[src/rtl/mem_arbiter.sv]
// Arbiter for the shared multi-cycle unified memory between the fetch and data stages.
// Data wins collisions, but a pending fetch is served after at most MAX_DWIN consecutive data grants.
module mem_arbiter #(
  parameter int LAT      = 4,
  parameter int MAX_DWIN = 4
) (
  input  logic        clk,
  input  logic        rst,
  input  logic        if_req,
  input  logic [15:0] if_addr,
  output logic        if_done,
  output logic [15:0] if_rdata,
  output logic        if_stall,
  input  logic        d_req,
  input  logic        d_wr,
  input  logic [15:0] d_addr,
  input  logic [15:0] d_wdata,
  output logic        d_done,
  output logic [15:0] d_rdata,
  output logic        d_stall,
  output logic        mem_en,
  output logic        mem_wr,
  output logic [15:0] mem_addr,
  output logic [15:0] mem_wdata,
  input  logic [15:0] mem_rdata,
  output logic        busy
);
  typedef enum logic {ST_IDLE, ST_BUSY} state_t;
  typedef enum logic [1:0] {OWN_NONE, OWN_IF, OWN_D} owner_t;

  localparam logic [3:0] CNT_INIT = 4'(LAT - 1);
  localparam logic [3:0] DWIN_MAX = 4'(MAX_DWIN);

  state_t     r_state, w_state_nxt;
  owner_t     r_owner, w_owner_nxt;
  logic [3:0] r_cnt, w_cnt_nxt;
  logic [3:0] r_dwin, w_dwin_nxt;
  logic       r_wr, w_wr_nxt;
  logic       w_idle, w_grant_d, w_grant_if, w_fin;

  assign w_idle     = (r_state == ST_IDLE);
  // Data takes the slot unless fetch has already waited out MAX_DWIN data grants.
  assign w_grant_d  = w_idle & d_req & ~(if_req & (r_dwin == DWIN_MAX));
  assign w_grant_if = w_idle & if_req & ~w_grant_d;
  assign w_fin      = (r_state == ST_BUSY) & (r_cnt == 4'd0);

  always_ff @(posedge clk) begin
    if (rst) begin
      r_state <= ST_IDLE;
      r_owner <= OWN_NONE;
      r_cnt   <= 4'd0;
      r_dwin  <= 4'd0;
      r_wr    <= 1'b0;
    end else begin
      r_state <= w_state_nxt;
      r_owner <= w_owner_nxt;
      r_cnt   <= w_cnt_nxt;
      r_dwin  <= w_dwin_nxt;
      r_wr    <= w_wr_nxt;
    end
  end

  always_comb begin
    w_state_nxt = r_state;
    w_owner_nxt = r_owner;
    w_cnt_nxt   = r_cnt;
    w_dwin_nxt  = r_dwin;
    w_wr_nxt    = r_wr;
    case (r_state)
      ST_IDLE: begin
        if (w_grant_d) begin
          w_state_nxt = ST_BUSY;
          w_owner_nxt = OWN_D;
          w_cnt_nxt   = CNT_INIT;
          w_wr_nxt    = d_wr;
          if (!if_req)                 w_dwin_nxt = 4'd0;
          else if (r_dwin == DWIN_MAX) w_dwin_nxt = DWIN_MAX;
          else                         w_dwin_nxt = r_dwin + 4'd1;
        end else if (w_grant_if) begin
          w_state_nxt = ST_BUSY;
          w_owner_nxt = OWN_IF;
          w_cnt_nxt   = CNT_INIT;
          w_wr_nxt    = 1'b0;
          w_dwin_nxt  = 4'd0;
        end
      end
      ST_BUSY: begin
        if (r_cnt != 4'd0) begin
          w_cnt_nxt = r_cnt - 4'd1;
        end else begin
          w_state_nxt = ST_IDLE;
          w_owner_nxt = OWN_NONE;
        end
      end
      default: begin
        w_state_nxt = ST_IDLE;
        w_owner_nxt = OWN_NONE;
      end
    endcase
  end

  assign mem_en    = w_grant_d | w_grant_if;
  assign mem_wr    = w_grant_d & d_wr;
  assign mem_addr  = w_grant_d ? d_addr : (w_grant_if ? if_addr : 16'h0000);
  assign mem_wdata = w_grant_d ? d_wdata : 16'h0000;

  // Read data is a pass-through of memory in the owner's done cycle only.
  assign if_done   = w_fin & (r_owner == OWN_IF);
  assign d_done    = w_fin & (r_owner == OWN_D);
  assign if_rdata  = if_done ? mem_rdata : 16'h0000;
  assign d_rdata   = (d_done & ~r_wr) ? mem_rdata : 16'h0000;
  assign if_stall  = if_req & ~if_done;
  assign d_stall   = d_req & ~d_done;
  assign busy      = (r_state == ST_BUSY);
endmodule

[config.mk]
export PLATFORM = sky130hd
export DESIGN_NAME = mem_arbiter
export DESIGN_NICKNAME = d
export VERILOG_FILES = /design/src/rtl/mem_arbiter.sv
export SDC_FILE = /design/constraint.sdc
export NUM_CORES = 1
export LEC_CHECK = 0
export BUFFER_PORTS_ARGS = -buffer_cell sky130_fd_sc_hd__buf_2
export CAP_MARGIN = 10
export CORE_UTILIZATION = 34
export CTS_CLUSTER_SIZE = 20
export DETAILED_ROUTE_END_ITERATION = 6
export PLACE_DENSITY_LB_ADDON = 0.25
export SETUP_SLACK_MARGIN = 0.5
export SKIP_CTS_REPAIR_TIMING = 1
export SLEW_MARGIN = 20
export SYNTH_ARGS = -nofsm -noshare
export SYNTH_HDL_FRONTEND = slang
export SYNTH_SLANG_ARGS = --single-unit
[constraint.sdc]
create_clock -name clk -period 2.2 [get_ports clk]
set_input_delay 0.33 -clock clk [delete_from_list [all_inputs] [get_ports clk]]
set_output_delay 0.33 -clock clk [all_outputs]
set_load 0.02 [all_outputs]
==> results.md <==
| Quantity | Reported |
| --- | --- |
| Result of the run | completed |
| Std-Cell Rows | 21 |
| Total negative slack for setup checks | 0 ns |
| Max Transition Viols Final | 0 |
| Sum of routed wire length over all layers | 5170 um |
| Final hold violation count | 0 |
| Filler instances | 220 |
| Antenna viol nets, final | 0 |
| Final core utilization | 0.791 |
| Slew at the pin with the worst max-slew slack | 0.370 ns |
| RSZ-0062 raised after global routing | true |
| Post-synthesis cell count | 146 |
| EDFF count, synth | 0 |
| Chip Height | 62.0 um |
| Ys async rst share | 0 |
| Max-cap violations | 0 |
| Yosys top cell area share | 0.251 |
| Syn Area/Cell | 8.38 sq um |
| Fraction of layout cells with a size suffix above 1 | 0.770 |
| Maximum single-stage delay on the critical path | 0.55 ns |
| Final worst path period share | 0.958 |
| Clock tree from TritonCTS | yes |
| Reg clk slew, reported paths | 0.08 ns |
| Port buffer count | 139 |
| Leading cell types by count after synthesis | 49 x and2_1, 16 x a22o_1, 12 x dfxtp_1 |
| Horizontal extent of the die | 62.0 um |
| Maximum clock path buffer count | 2 |
| Headroom to the max-slew limit | 0.753 |
| Sequential share of the synthesized area | 0.196 |
| Half-perimeter wire length after detailed placement | 3280 um |
| Total Routing Usage GR | 0.196 |
| Post-Route Skew | 0.00631 ns |
| CP startpoint kind | flip-flop |
| CTS H-Tree Depth | 1 |
| Crit path max-delay family | flip-flops |
| Cell area after synthesis | 1220 sq um |
| Die Footprint | 3840 sq um |
| Achievable Freq | 475 MHz |
| Area of the placeable core | 3390 sq um |
| Final cell count without fillers | 350 |
| Total power divided by cell area | 363 nW/um^2 |
| Routability congestion estimate from global placement | 0.745 |
| IR drop worst, VDD | 0.000309 V |
| Pin count of the biggest net entering global routing | 37 |
| Cells along the critical path | a41oi_4 > buf_6 > clkbuf_16 > a22o_1 > buf_4 |
| Final worst path period need | 2.11 ns |
| Total clock buffers created by CTS | 3 |
| First-pass GRT wire length | 5640 um |
| Initial antenna violation count | 0 |
| Warnings from Yosys | 0 |
| Via Count | 1732 |
| Count of buffer and inverter cells on the critical path | 3 |
| Most common flop cell mapped by yosys | dfxtp_1 |
| Total inserted antenna cells | 0 |
| Highest-delay cell along the critical path | dfxtp_1 |
| Number of distinct library cells after synthesis | 37 |
| First-pass iteration count of the detailed router | 4 |
| Leak pwr | 0.00141 uW |
| # DRC | 0 |
| Critical Setup Path Class | reg2out |
| Average wire per cell in the routed design | 14.8 um |
| Initial Util | 0.361 |
| Number of storage elements in the synthesis netlist | 12 |
| Clock tree root buffer cell | clkbuf_4 |
| Required time of the critical path | 1.87 ns |
| Net count of the mapped netlist | 218 |
| Most common cell in the netlist | and2_1 |
| Data arrival time at the worst-slack endpoint | 1.78 ns |
| Number of global-route vias before repair | 1372 |
| Biggest area consumer among synthesized cells | and2_1 |
| Via-to-Cell Ratio | 4.95 |
| Overflow left after global routing | 0 |
| Final setup viols | 0 |
| Later-pin clock latency in the skew report | 0.28 ns |
| Placed Cells | 328 |
| Tightest Hold Check Type | in2reg |
| Initial drt markers | 17 |
| Crit end category | output pin |
| I/O pins | 140 |
| Dominant cells by area after synthesis | and2_1 25%, dfxtp_1 20%, a22o_1 11%, buf_6 4.6%, ha_1 3.1% |
| Largest fanout on the critical path | 6 |
| Post-synthesis to final-layout area growth | 119% |
| Sinks on the clock net | 12 |
| Net total in the final layout | 377 |
## through the flow
stage	cell area (sq um)	hold slack, ns	setup slack, ns	power (uW)
after global routing	2680	0.305	0.0128	1030
after CTS	2190	0.316	-0.0235	833
final	2680	0.309	0.0930	973
after global placement	2160	0.453	0.344	681
after floorplan	1430	0.438	0.446	537
after detailed placement	2160	0.456	0.275	687
## where the power goes
group          switching (uW)  total, uW  internal [uW]
Sequential               21.4        256            234
Clock                    78.0        148           70.3
Combinational             262        569            306
Total                     362        973            611
## cells by family (layout without fill, tap and decap cells)
group,count (synthesis),after routing,synth area share
and+or+nand+nor,75,75,0.411
DFF,12,12,0.196
AOI/OAI and AO/OA,38,38,0.271
buffers and inverters,18,176,0.0910
adders and majority gates,3,3,0.0307
## layout make-up
class	instances	area (sq um)	area share
timing repair buffer	163	1200	0.447
multi-input combinational	116	1110	0.416
sequential	12	250	0.0934
tap	46	57.6	0.0215
inverter	9	33.8	0.0126
clock buffer	4	26.3	0.00980
## layer usage
layer	vias up	wire, um	global-route usage
li1	841	-	-
met1	797	1870	0.191
met2	88	2920	0.421
met3	6	348	0.0311
met4	0	34	0.0317
met5	-	0	0
## layout by cell type, fill, tap and decap left out, types with 8 or more instances in the layout
cell	synthesis	layout
buf_6	5	42
a22o_4	0	11
buf_2	0	104
and2_1	49	10
and2_4	0	26
dfxtp_1	12	8
and2_2	0	13
buf_4	1	12
## worst paths after layout
kind | start | to | slack [ns] | cells after the start
worst max-delay path | r_dwin[2]$_SDFFE_PP0P_ | mem_addr[1] | 0.09 | 5
worst min-delay path | d_wr | r_wr$_SDFFE_PP0P_ | 0.31 | 2
worst min register to register | r_cnt[0]$_SDFFE_PP0P_ | r_cnt[0]$_SDFFE_PP0P_ | 0.47 | 1
worst max register to register | r_dwin[2]$_SDFFE_PP0P_ | r_wr$_SDFFE_PP0P_ | 0.73 | 4
## state kept, by name, summed over array words and instances (netlist names)
register,count
r_cnt,4
r_wr,1
r_dwin,4
r_owner,2
busy,1
Note: power is estimated with default switching activity, not from simulation.
